`src/rtl/mul_pkg.sv`:
```
`default_nettype none
// ============================================================================
// Module      : mul_pkg
// Description : Shared types and helpers for the multiply issue block:
//               the ARM multiply op encoding, the issue FSM state type,
//               the DSP latency and op-classification functions.
// Revision    : 1.0 - initial release
// ============================================================================
package mul_pkg;

    typedef enum logic [2:0] {
        MUL_OP_MUL   = 3'd0,
        MUL_OP_MLA   = 3'd1,
        MUL_OP_UMULL = 3'd2,
        MUL_OP_SMULL = 3'd3,
        MUL_OP_UMLAL = 3'd4,
        MUL_OP_SMLAL = 3'd5
    } mul_op_t;

    typedef enum logic [1:0] {
        ST_IDLE  = 2'd0,
        ST_ISSUE = 2'd1,
        ST_WAIT  = 2'd2,
        ST_DONE  = 2'd3
    } mul_issue_state_t;

    localparam int MUL_DSP_LAT = 2;

    // Encodings 6 and 7 are not multiply ops.
    function automatic logic is_legal(input mul_op_t op);
        return (op <= MUL_OP_SMLAL);
    endfunction

    function automatic logic is_long(input mul_op_t op);
        case (op)
            MUL_OP_UMULL, MUL_OP_SMULL, MUL_OP_UMLAL, MUL_OP_SMLAL: return 1'b1;
            default:                                                return 1'b0;
        endcase
    endfunction

    function automatic logic is_signed(input mul_op_t op);
        case (op)
            MUL_OP_SMULL, MUL_OP_SMLAL: return 1'b1;
            default:                    return 1'b0;
        endcase
    endfunction

    function automatic logic is_acc(input mul_op_t op);
        case (op)
            MUL_OP_MLA, MUL_OP_UMLAL, MUL_OP_SMLAL: return 1'b1;
            default:                                return 1'b0;
        endcase
    endfunction

    // Accumulator term added to the product: MLA only uses the low word.
    function automatic logic [63:0] acc_term(input mul_op_t op, input logic [63:0] acc);
        if (!is_acc(op)) begin
            return 64'd0;
        end else if (is_long(op)) begin
            return acc;
        end else begin
            return {32'd0, acc[31:0]};
        end
    endfunction

endpackage
`default_nettype wire

```
`src/rtl/mul_flags.sv`:
```
`default_nettype none
// ============================================================================
// Module      : mul_flags
// Description : Combinational N/Z flag generation for a multiply result.
//               Short ops look at bits [31:0], long ops at the full 64 bits.
//   i_value   : 64-bit result
//   i_is_long : 1 = long (64-bit) op, 0 = short (32-bit) op
//   o_n       : negative flag
//   o_z       : zero flag
// Revision    : 1.0 - initial release
// ============================================================================
module mul_flags (
    input  logic [63:0] i_value,
    input  logic        i_is_long,
    output logic        o_n,
    output logic        o_z
);

    always_comb begin
        o_n = 1'b0;
        o_z = 1'b0;
        if (i_is_long) begin
            o_n = i_value[63];
            o_z = (i_value == 64'd0);
        end else begin
            o_n = i_value[31];
            o_z = (i_value[31:0] == 32'd0);
        end
    end

endmodule
`default_nettype wire

```
`src/rtl/mul_issue.sv`:
```
`default_nettype none
// ============================================================================
// Module      : mul_issue
// Description : Initiator side of the DSP multiply-accumulate interface.
//               Accepts one ARM multiply op at a time over req valid/ready,
//               drives the DSP for DSP_LAT enabled edges, then returns the
//               64-bit result with N/Z flags over rsp valid/ready.
//   clk, rst                     : clock, async active-high reset
//   req_valid/ready/op/a/b/acc   : request channel
//   rsp_valid/ready/result/n/z   : response channel
//   dsp_dataa/datab/signa/signb  : DSP operands and signedness
//   dsp_ena/dsp_chainin          : DSP clock enable and addend
//   dsp_result                   : DSP registered result
// Build option: MUL_ISSUE_EARLY_ZERO_EN - a zero operand bypasses the DSP
//               and answers with the accumulator term one cycle after accept.
// Revision    : 1.0 - initial release
// ============================================================================
module mul_issue
    import mul_pkg::*;
#(
    parameter int DSP_LAT = MUL_DSP_LAT
) (
    input  logic        clk,
    input  logic        rst,
    input  logic        req_valid,
    output logic        req_ready,
    input  mul_op_t     req_op,
    input  logic [31:0] req_a,
    input  logic [31:0] req_b,
    input  logic [63:0] req_acc,
    output logic        rsp_valid,
    input  logic        rsp_ready,
    output logic [63:0] rsp_result,
    output logic        rsp_n,
    output logic        rsp_z,
    output logic [31:0] dsp_dataa,
    output logic [31:0] dsp_datab,
    output logic        dsp_signa,
    output logic        dsp_signb,
    output logic        dsp_ena,
    output logic [63:0] dsp_chainin,
    input  logic [63:0] dsp_result
);

    localparam int              c_CNT_W    = (DSP_LAT > 2) ? $clog2(DSP_LAT) : 1;
    // WAIT covers DSP_LAT-1 enabled edges; the counter runs down to zero.
    localparam logic [c_CNT_W-1:0] c_CNT_LOAD = c_CNT_W'(DSP_LAT - 2);

    mul_issue_state_t   r_state, w_state_nxt;
    mul_op_t            r_op,    w_op_nxt;
    logic [31:0]        r_a,     w_a_nxt;
    logic [31:0]        r_b,     w_b_nxt;
    logic [63:0]        r_acc,   w_acc_nxt;
    logic               r_bypass, w_bypass_nxt;
    logic [c_CNT_W-1:0] r_cnt,   w_cnt_nxt;

    logic        w_early;
    logic [63:0] w_bypass_val;
    logic [63:0] w_result;
    logic        w_n;
    logic        w_z;

`ifdef MUL_ISSUE_EARLY_ZERO_EN
    assign w_early = (req_a == 32'd0) || (req_b == 32'd0);
`else
    assign w_early = 1'b0;
`endif

    // Illegal ops answer zero; zero-operand shortcuts answer the addend.
    assign w_bypass_val = is_legal(r_op) ? acc_term(r_op, r_acc) : 64'd0;

    always_comb begin
        w_state_nxt  = r_state;
        w_op_nxt     = r_op;
        w_a_nxt      = r_a;
        w_b_nxt      = r_b;
        w_acc_nxt    = r_acc;
        w_bypass_nxt = r_bypass;
        w_cnt_nxt    = r_cnt;
        case (r_state)
            ST_IDLE: begin
                if (req_valid) begin
                    w_op_nxt  = req_op;
                    w_a_nxt   = req_a;
                    w_b_nxt   = req_b;
                    w_acc_nxt = req_acc;
                    if (!is_legal(req_op) || w_early) begin
                        w_bypass_nxt = 1'b1;
                        w_state_nxt  = ST_DONE;
                    end else begin
                        w_bypass_nxt = 1'b0;
                        w_state_nxt  = ST_ISSUE;
                    end
                end
            end
            ST_ISSUE: begin
                w_cnt_nxt   = c_CNT_LOAD;
                w_state_nxt = ST_WAIT;
            end
            ST_WAIT: begin
                if (r_cnt == '0) begin
                    w_state_nxt = ST_DONE;
                end else begin
                    w_cnt_nxt = r_cnt - 1'b1;
                end
            end
            ST_DONE: begin
                if (rsp_ready) begin
                    w_state_nxt = ST_IDLE;
                end
            end
            default: w_state_nxt = ST_IDLE;
        endcase
    end

    always_ff @(posedge clk or posedge rst) begin
        if (rst) begin
            r_state  <= ST_IDLE;
            r_op     <= MUL_OP_MUL;
            r_a      <= 32'd0;
            r_b      <= 32'd0;
            r_acc    <= 64'd0;
            r_bypass <= 1'b0;
            r_cnt    <= '0;
        end else begin
            r_state  <= w_state_nxt;
            r_op     <= w_op_nxt;
            r_a      <= w_a_nxt;
            r_b      <= w_b_nxt;
            r_acc    <= w_acc_nxt;
            r_bypass <= w_bypass_nxt;
            r_cnt    <= w_cnt_nxt;
        end
    end

    // The DSP result register is the response data register: dsp_ena is low
    // in DONE, so the value stays stable until the core takes it.
    always_comb begin
        w_result = 64'd0;
        if (r_state == ST_DONE) begin
            if (r_bypass) begin
                w_result = w_bypass_val;
            end else if (is_long(r_op)) begin
                w_result = dsp_result;
            end else begin
                w_result = {32'd0, dsp_result[31:0]};
            end
        end
    end

    mul_flags u_flags (
        .i_value   (w_result),
        .i_is_long (is_long(r_op)),
        .o_n       (w_n),
        .o_z       (w_z)
    );

    assign req_ready   = (r_state == ST_IDLE);
    assign rsp_valid   = (r_state == ST_DONE);
    assign rsp_result  = w_result;
    assign rsp_n       = rsp_valid & w_n;
    assign rsp_z       = rsp_valid & w_z;

    assign dsp_ena     = (r_state == ST_ISSUE) || (r_state == ST_WAIT);
    assign dsp_dataa   = r_a;
    assign dsp_datab   = r_b;
    assign dsp_signa   = is_signed(r_op);
    assign dsp_signb   = is_signed(r_op);
    assign dsp_chainin = acc_term(r_op, r_acc);

endmodule
`default_nettype wire

```
`config.mk`:
```
export PLATFORM = sky130hd
export DESIGN_NAME = mul_issue
export DESIGN_NICKNAME = d
export VERILOG_FILES = /design/src/rtl/mul_pkg.sv /design/src/rtl/mul_flags.sv /design/src/rtl/mul_issue.sv
export SDC_FILE = /design/constraint.sdc
export NUM_CORES = 1
export LEC_CHECK = 0
export BUFFER_PORTS_ARGS = -buffer_cell sky130_fd_sc_hd__buf_2
export CORE_AREA = 2 2 154 156
export DETAILED_ROUTE_END_ITERATION = 10
export DIE_AREA = 0 0 156 158
export GPL_TIMING_DRIVEN = 0
export MAX_ROUTING_LAYER = met4
export PLACE_DENSITY_LB_ADDON = 0.3
export SYNTH_ARGS = -nofsm -noshare
export SYNTH_HDL_FRONTEND = slang
export SYNTH_HIERARCHICAL = 1
export SYNTH_SLANG_ARGS = --single-unit
export TNS_END_PERCENT = 50
```
`constraint.sdc`:
```
create_clock -name clk -period 11.91 [get_ports clk]
set_input_delay 2.382 -clock clk [delete_from_list [all_inputs] [get_ports clk]]
set_output_delay 2.382 -clock clk [all_outputs]
set_load 0.03 [all_outputs]
```
# After elaboration in Yosys (flattened, before gate mapping)
# Cells that the tools add are included.
[totals] ff_bits=135 latchBits=0 mem_bits_rw=0 romBits=0 input_bits=199 output_inout_bits=199 elab_cells=55 mem_count=0
[op_classes] n_addsub=1 mul=0 n_div=0 n_lt_le_gt_ge=2 n_eq_ne=11 shift=0 muxes=22 bitwise=2 reduce_logical=10
[ops] operator="64-bit two-way mux" n=6
[ops] operator="64-bit logical NOT" n=1
[ops] operator="32-bit logical NOT" n=1
[ops] operator="1-bit two-way mux" n=10
[ops] operator="2-bit two-way mux" n=4
[ops] operator="2-bit one-hot mux with 4 select lines" n=1
[ops] operator="3-bit by 2-bit equality test with 1-bit output, second input constant" n=2
[ops] operator="3-bit equality test, second input constant" n=2
[ops] operator="3-bit less-or-equal comparator, second input constant" n=2
[ops] operator="2-bit equality test, second input constant" n=2
[ops] operator="2-bit inequality test, second input constant" n=2
[ops] operator="4-bit OR reduction" n=1
[ops] operator="3-bit by 1-bit equality test with 1-bit output, second input constant" n=1
[ops] operator="3-bit AND reduction" n=1
[ops] operator="3-bit OR reduction" n=1
[ops] operator="1-bit AND" n=2
[ops] operator="2-bit by 1-bit equality test with 1-bit output, second input constant" n=1
[ops] operator="2-bit logical NOT" n=1
[ops] operator="2-bit by 1-bit inequality test with 1-bit output, second input constant" n=1
[ops] operator="1-bit one-hot mux with 2 select lines" n=1
[ops] operator="2-bit AND reduction" n=1
[ops] operator="2-bit nonzero test" n=1
[ops] operator="2-bit OR reduction" n=1
[ops] operator="1-bit logical OR" n=1
[ops] operator="1-bit subtractor, second input constant" n=1

# Logic depth before layout (Yosys ltp)
[logic_depth] word_depth=12 depth_mapped=12 ltp_nobuf=9

# Modules after synthesis
# The synthesis kept the hierarchy.
[by_module_without_submodules] mod="mul_issue" n_inst=1 cells_per_inst=500 area_per_inst_um2=6482.5 seq_area_each_um2=3353.2
[by_module_without_submodules] mod="mul_flags" n_inst=1 cells_per_inst=23 area_per_inst_um2=172.7 seq_area_each_um2=0.0

# Worst setup path before layout
# OpenSTA, ideal clock, no wires.
[synth_path] path_kind="input-to-output" startpoint="in dsp_result[56]" endpoint="out rsp_z" t_arrival_ps=3683 required_time_ps=9528 slack_ps=5845 path_stages=6 n_path_buf=0 path_cell_list="a22o_1 > nor4_2 > nand4_1 > o21a_1 > nor3_2 > and2_1"
[synth_between] elab_chain_len=6
[synth_rtl] element="start: declaration" line="mul_issue.sv:42" text="input logic [63:0] dsp_result"
[synth_rtl] element="64-bit two-way mux" line="mul_issue.sv:143" text="end else if (is_long(r_op)) begin"
[synth_rtl] element="64-bit two-way mux" line="mul_issue.sv:141" text="if (r_bypass) begin"
[synth_rtl] element="64-bit two-way mux" line="mul_issue.sv:140" text="if (r_state == ST_DONE) begin"
[synth_rtl] element="64-bit logical NOT" line="mul_flags.sv:24" text="o_z = (i_value == 64'd0);"
[synth_rtl] element="1-bit two-way mux" line="mul_flags.sv:22" text="if (i_is_long) begin"
[synth_rtl] element="named net w_z" line="mul_issue.sv:61" text="logic w_z;"
[synth_rtl] element="1-bit AND" line="mul_issue.sv:162" text="assign rsp_z = rsp_valid & w_z;"
[synth_rtl] element="end: declaration" line="mul_issue.sv:35" text="output logic rsp_z,"
# The timed path passes the listed nets, and every way through them passes these cells.

# Worst setup path in the final report
[layout_path] startpoint="in dsp_result[26]" endpoint="out rsp_z"
[layout_between] elab_chain_len=6 elab_cells_between_ends=7 classes_between="mux (4); bitwise (1); reduce/logical (2)"
[layout_rtl] element="64-bit two-way mux (*)" line="mul_issue.sv:143"
[layout_rtl] element="64-bit two-way mux (*)" line="mul_issue.sv:141"
[layout_rtl] element="64-bit two-way mux (*)" line="mul_issue.sv:140"
[layout_rtl] element="64-bit logical NOT / 32-bit logical NOT (equally long branches)" line="mul_flags.sv:24, mul_flags.sv:27"
[layout_rtl] element="1-bit two-way mux (*)" line="mul_flags.sv:22"
[layout_rtl] element="named net w_z" line="mul_issue.sv:61"
[layout_rtl] element="1-bit AND (*)" line="mul_issue.sv:162"
# Mark *: on every way through the listed nets, which the timed path passes. The rest lies on a longest branch.

==> qor.yml <==
use_met1: 0.232
rows: 56
ctsResizeCount: 0
synth-xor-area-share: 0.00132
grt_pass1_wl_mm: 33.9
drc: 0
synth_top_area_frac: 0.504
wl_per_cell_um: 18.8
core_um2: 23100
top_usage_layer: "met2"
worst-setup-path-type: "input pin to output port"
die_w_um: 156
max_stage_delay_ps: 510
crit_chain: "buf_2 > a32oi_1 > nor2b_1 > nor4_1 > nand4_1 > nor3_2 > and2_1 > buf_2"
grt_overflow: 0
cpMostUsedCell: "buf_2"
grt_max_degree: 78
crit_family: "simple AND/OR/NAND/NOR gates"
yosys.area_share.simple: 0.123
hpwl_mm: 18.4
seq_area_frac_synth: 0.504
worstRegToRegCells: 6
n_fill_cell: 2300
cp_max_fo: 2
synth_nets: 726
ys_types: 29
synth.most_common_cell: "dfrtp_1"
synth_edf_count: 0
synth_warnings: 6
status: "finished, final reports clean"
holdPathEnd: "dsp_datab[13]$_DFFE_PP0P_"
crit_cells: 8
drive_above_1_share: 0.629
cp.arrival_ps: 4030
power.total_w: 0.00317
start_util: 0.289
cts_tree: "yes"
synth_compound_area_frac: 0.0908
vias: 6008
chipHeight_um: 158
grt_util_met2: 0.302
synthAdderAreaFrac: 0.00752
ant_nets: 0
portBuffers: 397
reg2reg_to: "dsp_datab[4]$_DFFE_PP0P_"
dp.cells: 1211
gp_congestion: 0.817
drt-initial-drc-count: 311
io_pins: 398
track_usage: 0.186
drv_cap: 0
cpMaxStageDelayCell: "nor4_1"
finalHoldViolCount: 0
period_needed_ps: 6410
numCtsBuffers: 17
synth_area_leaders: "dfrtp_1, mux2_2, a22o_1"
whs_path_depth: 1
final_cell_count_no_fill: 1247
vdd_ir_drop_max_uv: 168
yosys-mux-area-fraction: 0.225
cts_setup_buffers: 0
drv_slew: 0
routed_wl_mm: 23.4
clock-skew-final_ps: 14.8
cts.path.max_buffers: 2
power_density_nw_per_um2: 328
dr.pass1.iters: 4
p_leak_nw: 5.01
syn2layout_area_growth_pct: 45.2
timing.rr.start: "r_state[0]$_DFFE_PP0P_"
crit_required_ps: 9530
ys.flop_type: "dfrtp_1"
fin_nets: 1143
worstHoldStart: "dsp_datab[13]$_DFFE_PP0P_"
numClockSinks: 134
clkLatencyLatePin_ps: 410
cts_hold_buf: 0
synth_cells: 523
finalSetupViolCount: 0
crit_buf_inv: 2
finalCritPeriodShare: 0.538
rsz0062_at_grt: "no"
multi_input_area_um2: 2980
whs_ps: 501
synth_top_family_by_area: "multiplexers"
ys_top_cells_by_count: "dfrtp_1, mux2_2, and2_1, nor2b_1, and3_1"
dieArea_um2: 24600
fmax_mhz: 156
grt_antenna_before_repair: 5
post_drt_via_cell_ratio: 4.82
end_kind: "output port"
startpoint_type: "input pin"
tns_ps: 0
hp-class: "register to register"
gr-usage-met3: 0.0422
worstMarginPinSlew_ps: 540
final_util: 0.419
ys_ff_latch: 134
cts-htree-levels: 4
synthArstFlopShare: 1.00
netlist_area_um2: 6660
seq_area_um2: 3350
yosysTopAreaCell: "dfrtp_1"
grt_pass1_vias: 5877
cts.clk_slew.worst_paths_ps: 70
maxSlewHeadroom: 0.637
syn_avg_cell_area_um2: 12.7
cts_root_buffer: "clkbuf_16"
rrSetupSlack_ps: 9960
worst max path at each step:
stage,from,end,slack [ps]
3_5_place_dp,dsp_result[26],rsp_z,5510
4_1_cts,dsp_result[26],rsp_z,5510
3_3_place_gp,rst,r_acc[17]$_DFFE_PP0P_,4000
6_report,dsp_result[26],rsp_z,5500
2_1_floorplan,dsp_result[56],rsp_z,5850
5_1_grt,dsp_result[26],rsp_z,5390
per-layer routing:
metal | vias up | wire length [um] | part of all wire
met5 | - | 0 | 0
met4 | 0 | 451 | 0.019
met3 | 32 | 1500 | 0.064
met2 | 273 | 11500 | 0.49
met1 | 2932 | 9970 | 0.43
li1 | 2771 | - | -
report_power, final:
| part | leakage, nW | switching [W] | internal, W |
|---|---|---|---|
| combinational | 3.14 | 0.00112 | 0.000641 |
| clock | 0.293 | 0.000224 | 0.000336 |
| sequential | 1.58 | 0.000158 | 0.000692 |
cell usage in the layout (no fill, tap or decap), types with 4 or more instances in the layout:
| master | Yosys | final |
|---|---|---|
| buf_2 | 16 | 413 |
| dfrtp_1 | 134 | 134 |
| mux2_2 | 132 | 132 |
| and2_1 | 35 | 35 |
| nor2b_1 | 35 | 35 |
| and3_1 | 33 | 33 |
| a22o_1 | 32 | 32 |
| a32oi_1 | 32 | 32 |
| clkbuf_16 | 0 | 17 |
| clkbuf_1 | 15 | 15 |
| nor4_1 | 13 | 13 |
| buf_6 | 12 | 12 |
| diode_2 | 0 | 5 |
| inv_6 | 0 | 5 |
| inv_1 | 5 | 4 |
| ha_1 | 4 | 4 |
| nand4_1 | 4 | 4 |
worst register-to-register path, cell delays in order, from the launching register on:
cell and delay (ps):
dfrtp_1 370, inv_1 70, ha_1 260, nand2_1 230, buf_4 320, buf_6 220, mux2_2 360
registers in the layout, indices dropped and copies added, names as in the netlist:
signal and cells:
r_state 2, r_bypass 1, r_op 3, r_acc 64, dsp_datab 32, dsp_dataa 32
per-stage QoR:
step / setup slack (ps) / instance area, um2
after floorplan: 5850 / 6660
after global placement: 4000 / 9000
after detailed placement: 5510 / 9040
after CTS: 5510 / 9650
after global routing: 5390 / 9670
final: 5500 / 9670
layout make-up:
type / instances / share of cell area
antenna: 5 / 0.00129
buffer: 48 / 0.0313
clock buffer: 17 / 0.0440
clock inverter: 14 / 0.0197
inverter: 5 / 0.00246
multi-input combinational: 336 / 0.308
sequential: 134 / 0.347
tap: 290 / 0.0375
timing repair buffer: 398 / 0.208
cell families after synthesis:
group,after synthesis
xor+xnor,1
flops,134
mux,133
compound gates,70
fa+ha+maj,4
simple gates,128
buf+inv,53
(Power assumes the default switching activity.)
